--- src/rtl/shift_deserializer_pkg.sv ---
`timescale 1ns/1ps
// Shared types and constants for the serial-to-parallel receiver.
// Default word width matches the parallel-load shift register.
package shift_deserializer_pkg;

  typedef enum logic {
    IDLE  = 1'b0,
    SHIFT = 1'b1
  } state_e;

  localparam int DEF_BW_DATA = 8;
  localparam int BW_CNT      = $clog2(DEF_BW_DATA);

  // Bit-counter width for a given word width, never below one bit.
  function automatic int cnt_width(input int bw);
    return (bw <= 2) ? 1 : $clog2(bw);
  endfunction

endpackage

--- src/rtl/word_hold_reg.sv ---
`timescale 1ns/1ps
// Output word register with valid/ready handoff.
// Drops words that arrive while a stalled word is held.
module word_hold_reg #(
  parameter int BW_DATA = 8
) (
  input  logic               clk_i,
  input  logic               rst_ni,
  input  logic               load_i,
  input  logic [BW_DATA-1:0] data_i,
  input  logic               ready_i,
  input  logic               clr_ovr_i,
  output logic [BW_DATA-1:0] q_o,
  output logic               valid_o,
  output logic               overrun_o
);

  logic [BW_DATA-1:0] q_q, q_d;
  logic               valid_q, valid_d;
  logic               ovr_q, ovr_d;
  logic               xfer;
  logic               accept;

  assign xfer   = valid_q && ready_i;
  assign accept = !valid_q || ready_i;

  // Next word/valid/overrun; load wins over a same-cycle transfer.
  always_comb begin
    q_d     = q_q;
    valid_d = valid_q;
    ovr_d   = ovr_q;
    if (load_i && accept) begin
      q_d     = data_i;
      valid_d = 1'b1;
    end else if (xfer) begin
      valid_d = 1'b0;
    end
    if (load_i && !accept) begin
      ovr_d = 1'b1;
    end else if (clr_ovr_i) begin
      ovr_d = 1'b0;
    end
  end

  // Register the held word and its flags.
  always_ff @(posedge clk_i or negedge rst_ni) begin
    if (!rst_ni) begin
      q_q     <= '0;
      valid_q <= 1'b0;
      ovr_q   <= 1'b0;
    end else begin
      q_q     <= q_d;
      valid_q <= valid_d;
      ovr_q   <= ovr_d;
    end
  end

  assign q_o       = q_q;
  assign valid_o   = valid_q;
  assign overrun_o = ovr_q;

endmodule

--- src/rtl/shift_deserializer.sv ---
`timescale 1ns/1ps
// Framed serial-to-parallel receiver.
// FSM, bit counter and shift register feed the word hold register.
module shift_deserializer
  import shift_deserializer_pkg::*;
#(
  parameter int BW_DATA   = DEF_BW_DATA,
  parameter bit MSB_FIRST = 1'b1
) (
  input  logic               i_Clk,
  input  logic               i_Rstn,
  input  logic               i_Sin,
  input  logic               i_SinValid,
  input  logic               i_Frame,
  output logic [BW_DATA-1:0] o_Qout,
  output logic               o_Valid,
  input  logic               i_Ready,
  output logic               o_Busy,
  output logic               o_Overrun,
  input  logic               i_ClrOvr,
  output logic               o_FrameErr
);

  localparam int CW = cnt_width(BW_DATA);
  localparam logic [CW-1:0] CNT_ONE  = CW'(1);
  localparam logic [CW-1:0] CNT_LAST = CW'(BW_DATA - 1);

  state_e             state_q, state_d;
  logic [CW-1:0]      cnt_q, cnt_d;
  logic [BW_DATA-1:0] sreg_q, sreg_d;
  logic [BW_DATA-1:0] base;
  logic [BW_DATA-1:0] shifted;
  logic               ferr_q, ferr_d;
  logic               done;

  // Shift the incoming bit in; a frame start shifts into a cleared word.
  always_comb begin
    base = sreg_q;
    if (state_q == IDLE || i_Frame) begin
      base = '0;
    end
    if (MSB_FIRST) begin
      shifted = {base[BW_DATA-2:0], i_Sin};
    end else begin
      shifted = {i_Sin, base[BW_DATA-1:1]};
    end
  end

  // Next-state logic: frame start, shifting, abort and completion.
  always_comb begin
    state_d = state_q;
    cnt_d   = cnt_q;
    sreg_d  = sreg_q;
    ferr_d  = 1'b0;
    done    = 1'b0;
    unique case (state_q)
      IDLE: begin
        if (i_SinValid && i_Frame) begin
          sreg_d  = shifted;
          cnt_d   = CNT_ONE;
          state_d = SHIFT;
        end
      end
      SHIFT: begin
        if (i_SinValid) begin
          sreg_d = shifted;
          if (i_Frame) begin
            cnt_d  = CNT_ONE;
            ferr_d = 1'b1;
          end else if (cnt_q == CNT_LAST) begin
            cnt_d   = '0;
            done    = 1'b1;
            state_d = IDLE;
          end else begin
            cnt_d = cnt_q + CNT_ONE;
          end
        end
      end
      default: begin
        state_d = IDLE;
        cnt_d   = '0;
      end
    endcase
  end

  // State, counter, shift register and abort pulse.
  always_ff @(posedge i_Clk or negedge i_Rstn) begin
    if (!i_Rstn) begin
      state_q <= IDLE;
      cnt_q   <= '0;
      sreg_q  <= '0;
      ferr_q  <= 1'b0;
    end else begin
      state_q <= state_d;
      cnt_q   <= cnt_d;
      sreg_q  <= sreg_d;
      ferr_q  <= ferr_d;
    end
  end

  word_hold_reg #(
    .BW_DATA (BW_DATA)
  ) u_hold (
    .clk_i     (i_Clk),
    .rst_ni    (i_Rstn),
    .load_i    (done),
    .data_i    (shifted),
    .ready_i   (i_Ready),
    .clr_ovr_i (i_ClrOvr),
    .q_o       (o_Qout),
    .valid_o   (o_Valid),
    .overrun_o (o_Overrun)
  );

  assign o_Busy     = (state_q == SHIFT);
  assign o_FrameErr = ferr_q;

endmodule

--- config.mk ---
export PLATFORM = sky130hd
export DESIGN_NAME = shift_deserializer
export DESIGN_NICKNAME = d
export VERILOG_FILES = /design/src/rtl/shift_deserializer_pkg.sv /design/src/rtl/word_hold_reg.sv /design/src/rtl/shift_deserializer.sv
export SDC_FILE = /design/constraint.sdc
export NUM_CORES = 1
export LEC_CHECK = 0
export CORE_MARGIN = 3
export CORE_UTILIZATION = 28
export CTS_BUF_LIST = sky130_fd_sc_hd__clkbuf_4
export DETAILED_ROUTE_END_ITERATION = 8
export PLACE_DENSITY_LB_ADDON = 0.15
export SLEW_MARGIN = 10
export SYNTH_ARGS = -nofsm -noshare
export SYNTH_HDL_FRONTEND = slang
export SYNTH_SLANG_ARGS = --single-unit
--- constraint.sdc ---
create_clock -name i_Clk -period 2 [get_ports i_Clk]
set_clock_uncertainty 0.2 [all_clocks]
set_input_delay 0.4 -clock i_Clk [delete_from_list [all_inputs] [get_ports i_Clk]]
set_output_delay 0.4 -clock i_Clk [all_outputs]
set_load 0.005 [all_outputs]
==> results of run 1 <==
## registers in the layout, indices dropped and copies added, names as in the netlist
register / flops
u_hold.q_o: 8
sreg_q: 7
cnt_q: 3
o_Busy: 1
o_FrameErr: 1
u_hold.overrun_o: 1
u_hold.valid_o: 1
## final timing paths
path,end,startpoint,depth (start not counted)
worst max-delay path,o_Busy,o_Busy,1
worst min-delay path,u_hold.q_o[4],i_Rstn,2
worst max register to register,u_hold.q_o[1],cnt_q[0],6
worst min register to register,u_hold.q_o[7],sreg_q[6],1
max in group asynchronous,u_hold.q_o[1],i_Rstn,2
min in group i_Clk,u_hold.q_o[7],sreg_q[6],1
## power groups by stage
| stage | combinational, mW | sequential (mW) | clock (mW) |
|---|---|---|---|
| detailed placement | 0.238 | 0.542 | 0 |
| global route | 0.264 | 0.541 | 0.379 |
| CTS | 0.241 | 0.533 | 0.360 |
| finish | 0.235 | 0.532 | 0.345 |
| global placement | 0.234 | 0.541 | 0 |
| floorplan | 0.128 | 0.537 | 0 |
## worst register-to-register path, delay by kind of cell, from the launching register on
family | cells | cell delay, ps
buffers and inverters | 1 | 140
AND/OR/NAND/NOR | 2 | 290
flip-flops | 1 | 390
adder cells (fa/ha/maj) | 2 | 410
multiplexers | 1 | 300
## stage by stage
step                      setup slack (ps)  instances  instance area, um^2  hold slack [ps]  util, %
final                                124.4        152                 1348            224.2    39.15
after global routing                 53.90        152                 1348            242.4    39.15
after CTS                            91.83        152                 1348            231.8    39.15
after detailed placement            -19.49        148                 1295            297.1    37.62
after global placement               9.179        148                 1295            294.1    37.62
after floorplan                      284.4         82                 1030           -95.59        -
## cell type report
type	count	area, um^2	area share (%)
Tap cell	46	57.56	4.271
Timing Repair Buffer	27	260.3	19.31
Multi-Input combinational cell	43	389.1	28.88
Clock inverter	1	30.03	2.228
Sequential cell	22	550.5	40.85
Inverter	10	37.54	2.786
Clock buffer	3	22.52	1.671
## cell usage after synthesis
cell type / number
a22o_1: 1
nor2b_4: 1
a2bb2oi_1: 5
mux2_4: 8
o21a_1: 3
ha_1: 2
nand2_1: 2
buf_2: 2
and3_1: 1
buf_4: 2
dfrtp_1: 22
nand2b_1: 1
o22ai_1: 9
and2_0: 1
o21ai_0: 3
nand3_1: 3
buf_12: 1
nand4b_4: 1
clkbuf_1: 2
mux2_2: 1
nor3b_1: 1
inv_1: 10
## per-layer routing
layer | track usage (%) | vias up | share of wire, %
met5 | 0 | - | 0
met4 | 4.569 | 0 | 1.0
met1 | 13.82 | 334 | 50
met3 | 2.192 | 2 | 4.3
li1 | - | 334 | -
met2 | 14.85 | 15 | 45
## cell families (layout without fill, tap and decap cells)
group / count (synthesis) / count (layout) / share of synthesized area, %
DFF: 22 / 22 / 53.46
and+or+nand+nor: 11 / 11 / 8.385
buffers and inverters: 17 / 41 / 8.749
adders and majority gates: 2 / 2 / 2.430
AOI/OAI and AO/OA: 21 / 21 / 14.22
muxes: 9 / 9 / 12.76
## placed cells by master (no fill, tap or decap), types with 2 or more instances in the layout
cell	Yosys	final
o21ai_0	3	3
ha_1	2	2
clkdlybuf4s50_1	0	18
a2bb2oi_1	5	5
buf_4	2	8
mux2_4	8	8
dfrtp_1	22	22
clkbuf_4	0	3
nand3_1	3	3
o21a_1	3	3
nand2_1	2	2
o22ai_1	9	9
inv_1	10	10
==> flow_summary.json, run 1 <==
{
  "clockBufferDepth": 2,
  "slew_headroom_pct": 80.57,
  "synth_top_area_cell": "dfrtp_1",
  "worst_path_max_delay_cell": "clkdlybuf4s50_1",
  "finalSetupViolCount": 0,
  "postCtsHoldBufs": 0,
  "synth_fp_nets": 91,
  "status": "completed",
  "finalWeightedCongestion": 0.6566,
  "postCtsSetupBuffers": 0,
  "period_minus_slack_ps": 1876,
  "numClockSinks": 22,
  "ys_types": 22,
  "port_buffers": 18,
  "start_util_pct": 29.92,
  "path_class": "reg2out",
  "power_switching_mw": 0.2617,
  "cp_num_buf_inv": 1,
  "internal_power_mw": 0.8510,
  "fin_setup_tns_ps": 0,
  "min_path_type": "in2async",
  "finalMaxSlewViolations": 0,
  "crit_path_max_fanout": 3,
  "drtAntennaViolNets": 0,
  "rsz0062_at_grt": "false",
  "max_cap_viol_count": 0,
  "cts_tree": "built",
  "synthToLayoutAreaGrowth_pct": 30.86,
  "worst_pin_slew_ps": 291.4,
  "cts-root-buf": "clkbuf_4",
  "pwr-share-comb_pct": 21.1,
  "core_um2": 3442,
  "grt_usage_pct": 10.03,
  "ir_worst_vdd_uv": 357.3,
  "die_y_um": 66.65,
  "wl_per_cell_um": 12.92,
  "hpwl_mm": 1.375,
  "synth-seq-area-share_pct": 53.46,
  "vias": 685,
  "yosys-top-cells-area": "dfrtp_1, mux2_4, o22ai_1",
  "cp-start-kind": "flip-flop",
  "synth_seq_cells": 22,
  "p_leak_nw": 0.5911,
  "crit_family": "buffers and inverters",
  "n_fill_cell": 330,
  "overflow": 0,
  "syn_inst": 82,
  "grt_max_degree": 23,
  "drc": 0,
  "power.density_nw_per_um2": 825.7,
  "pwr-share-clk_pct": 31.0,
  "worstPathRequired_ps": 1400,
  "antenna_cells": 0,
  "io_pins": 19,
  "cts_made_buffers": 3,
  "switching_share_pct": 23.52,
  "finalHoldViolCount": 0,
  "clock_latency_ps": 310,
  "crit_path_cell_trace": "clkdlybuf4s50_1",
  "reg2reg_slack_ps": 180,
  "dr.first_iter.drc_count": 9,
  "power_mw": 1.113,
  "grt_pass1_wl_mm": 3.353,
  "antenna_found_initial": 0,
  "fp.dieW_um": 66.65,
  "fin_crit_sh_pct": 93.78,
  "rows": 21,
  "pwr-share-seq_pct": 47.9,
  "yosys_warnings": 0,
  "netlist_area_um2": 1030,
  "arrival_ps": 1280,
  "drive_gt1_share_pct": 22.64,
  "detail_route.wirelength_mm": 1.964,
  "nNetsFinal": 116,
  "synth_top_area_share_pct": 53.46,
  "ctsResizeCount": 0,
  "postSynthAreaPerCell_um2": 12.56,
  "viasPerCell": 4.507,
  "grt_pass1_vias": 723,
  "dieArea_um2": 4442,
  "crit_path_end_kind": "primary output",
  "max_clock_freq_mhz": 533.2,
  "htreeDepth": 1,
  "path_clk_slew_ps": 130,
  "first_pass_iters": 4,
  "cpPeakStageDelay_ps": 540
}
Note: power is estimated with default switching activity, not from simulation.
==> run 2, diff against run 1 <==
--- a/config.mk
+++ b/config.mk
@@ -6,10 +6,11 @@
 export NUM_CORES = 1
 export LEC_CHECK = 0
 export CORE_MARGIN = 3
-export CORE_UTILIZATION = 28
+export CORE_UTILIZATION = 53
 export CTS_BUF_LIST = sky130_fd_sc_hd__clkbuf_4
 export DETAILED_ROUTE_END_ITERATION = 8
 export PLACE_DENSITY_LB_ADDON = 0.15
+export REMOVE_ABC_BUFFERS = 1
 export SLEW_MARGIN = 10
 export SYNTH_ARGS = -nofsm -noshare
 export SYNTH_HDL_FRONTEND = slang
==> run 2 against run 1 <==
Routed wire length decreased by 0.36%; clock-buffer cell count is the same; highest routed layer unchanged; combinational power is 2% higher; clock power is 2% lower; cell count shrank 13%; sequential share of layout area increased by 0.58 points; critical path depth is the same; via count is 2.2% higher.
==> flow_summary.json, run 2 (synthesized netlist as in run 1, its figures left out) <==
{
  "finalHoldViolCount": 0,
  "arrival_ps": 1260,
  "drive_gt1_share_pct": 23.36,
  "path_clk_slew_ps": 130,
  "switching_share_pct": 23.21,
  "final_cell_area_um2": 1329,
  "internal_power_mw": 0.8539,
  "worst_pin_slew_ps": 278.9,
  "finalMaxSlewViolations": 0,
  "vias": 700,
  "drtAntennaViolNets": 0,
  "ctsResizeCount": 0,
  "fp.dieW_um": 50.08,
  "grt_usage_pct": 18.33,
  "power.density_nw_per_um2": 836.8,
  "finalWeightedCongestion": 0.7654,
  "status": "completed",
  "worst_path_max_delay_cell": "clkdlybuf4s50_1",
  "port_buffers": 18,
  "n_fill_cell": 120,
  "grt_pass1_wl_mm": 3.353,
  "hpwl_mm": 1.385,
  "crit_path_end_kind": "primary output",
  "max_clock_freq_mhz": 538.7,
  "path_class": "reg2out",
  "die_y_um": 50.08,
  "fin_crit_sh_pct": 92.82,
  "core_um2": 1783,
  "grt_pass1_vias": 760,
  "cp_num_buf_inv": 1,
  "detail_route.wirelength_mm": 1.957,
  "power_mw": 1.112,
  "cts_tree": "built",
  "final_cell_mix": "dfrtp_1, clkdlybuf4s50_1, inv_1, o22ai_1, buf_4",
  "dpl_cell_area_um2": 1276,
  "finalSetupViolCount": 0,
  "clock_latency_ps": 310,
  "slew_headroom_pct": 81.41,
  "worstPathRequired_ps": 1400,
  "ir_worst_vdd_uv": 526.6,
  "viasPerCell": 5.303,
  "crit_path_max_fanout": 4,
  "period_minus_slack_ps": 1856,
  "crit_family": "buffers and inverters",
  "cpPeakStageDelay_ps": 520,
  "rows": 15,
  "cp.depth": 1,
  "nNetsFinal": 117,
  "first_pass_iters": 4,
  "cts_made_buffers": 3,
  "r2r_cells": 6,
  "min_path_type": "in2async",
  "dieArea_um2": 2508,
  "max_cap_viol_count": 0,
  "layout_commonest_cell": "dfrtp_1",
  "largest_reg_flops": 8,
  "crit_path_cell_trace": "clkdlybuf4s50_1",
  "antenna_cells": 0,
  "io_pins": 19,
  "start_util_pct": 57.75,
  "reg2reg_slack_ps": 180,
  "wl_per_cell_um": 14.83,
  "pwr-share-comb_pct": 21.6,
  "pwr-share-clk_pct": 30.3,
  "synthToLayoutAreaGrowth_pct": 29.04,
  "p_leak_nw": 0.5959,
  "fin_util_pct": 74.53,
  "postCtsHoldBufs": 0,
  "overflow": 0,
  "numClockSinks": 22,
  "rsz0062_at_grt": "false",
  "cts-root-buf": "clkbuf_4",
  "drc": 0,
  "grt_max_degree": 23,
  "htreeDepth": 1,
  "clockBufferDepth": 2,
  "pwr-share-seq_pct": 48.1,
  "cp-start-kind": "flip-flop",
  "postCtsSetupBuffers": 0,
  "power_switching_mw": 0.2581,
  "antenna_found_initial": 0,
  "dr.first_iter.drc_count": 14
}
==> run 2: final timing paths <==
check | start | to
setup / recovery | o_Busy | o_Busy
hold / removal | i_Rstn | sreg_q[6]
setup reg to reg | cnt_q[0] | u_hold.q_o[7]
hold reg to reg | u_hold.q_o[4] | u_hold.q_o[4]
max in group asynchronous | i_Rstn | cnt_q[1]
min in group i_Clk | u_hold.q_o[4] | u_hold.q_o[4]
==> run 2: routing by layer <==
layer	vias to the layer above	track usage, %	share of wire, %
met2	18	27.83	47
li1	333	-	-
met4	0	12.44	1.7
met5	-	0	0
met1	345	23.33	47
met3	4	3.625	4.0
==> run 2: worst reg2reg max path, stage by stage, from the launching register on <==
cell and delay [ps]:
dfrtp_1 400, ha_1 160, ha_1 230, nand4b_4 150, nor2b_4 150, buf_12 140, mux2_4 290
==> run 2: through the flow <==
stage               hold WS [ps]  setup TNS, ps  cells  setup slack (ps)
CTS                        226.6              0    132             137.1
global route               257.9              0    132             90.83
finish                     227.2              0    132             143.6
global placement           288.9              0    128             14.65
floorplan                 -95.59              0     75             230.3
detailed placement         298.3         -11.96    128            -3.831
==> run 2: cell type report <==
class / count / area [um^2] / area share (%)
multi-input combinational: 43 / 389.1 / 29.28
sequential: 22 / 550.5 / 41.43
clock inverter: 1 / 30.03 / 2.260
clock buffer: 3 / 22.52 / 1.695
inverter: 10 / 37.54 / 2.825
tap: 25 / 31.28 / 2.354
timing repair buffer: 28 / 267.8 / 20.15
==> run 2: power by group through the flow <==
stage	Combinational, mW	Clock, mW	Sequential, mW
finish	0.240	0.337	0.535
floorplan	0.109	0	0.543
global route	0.264	0.364	0.542
CTS	0.243	0.349	0.535
global placement	0.233	0	0.541
detailed placement	0.242	0	0.541
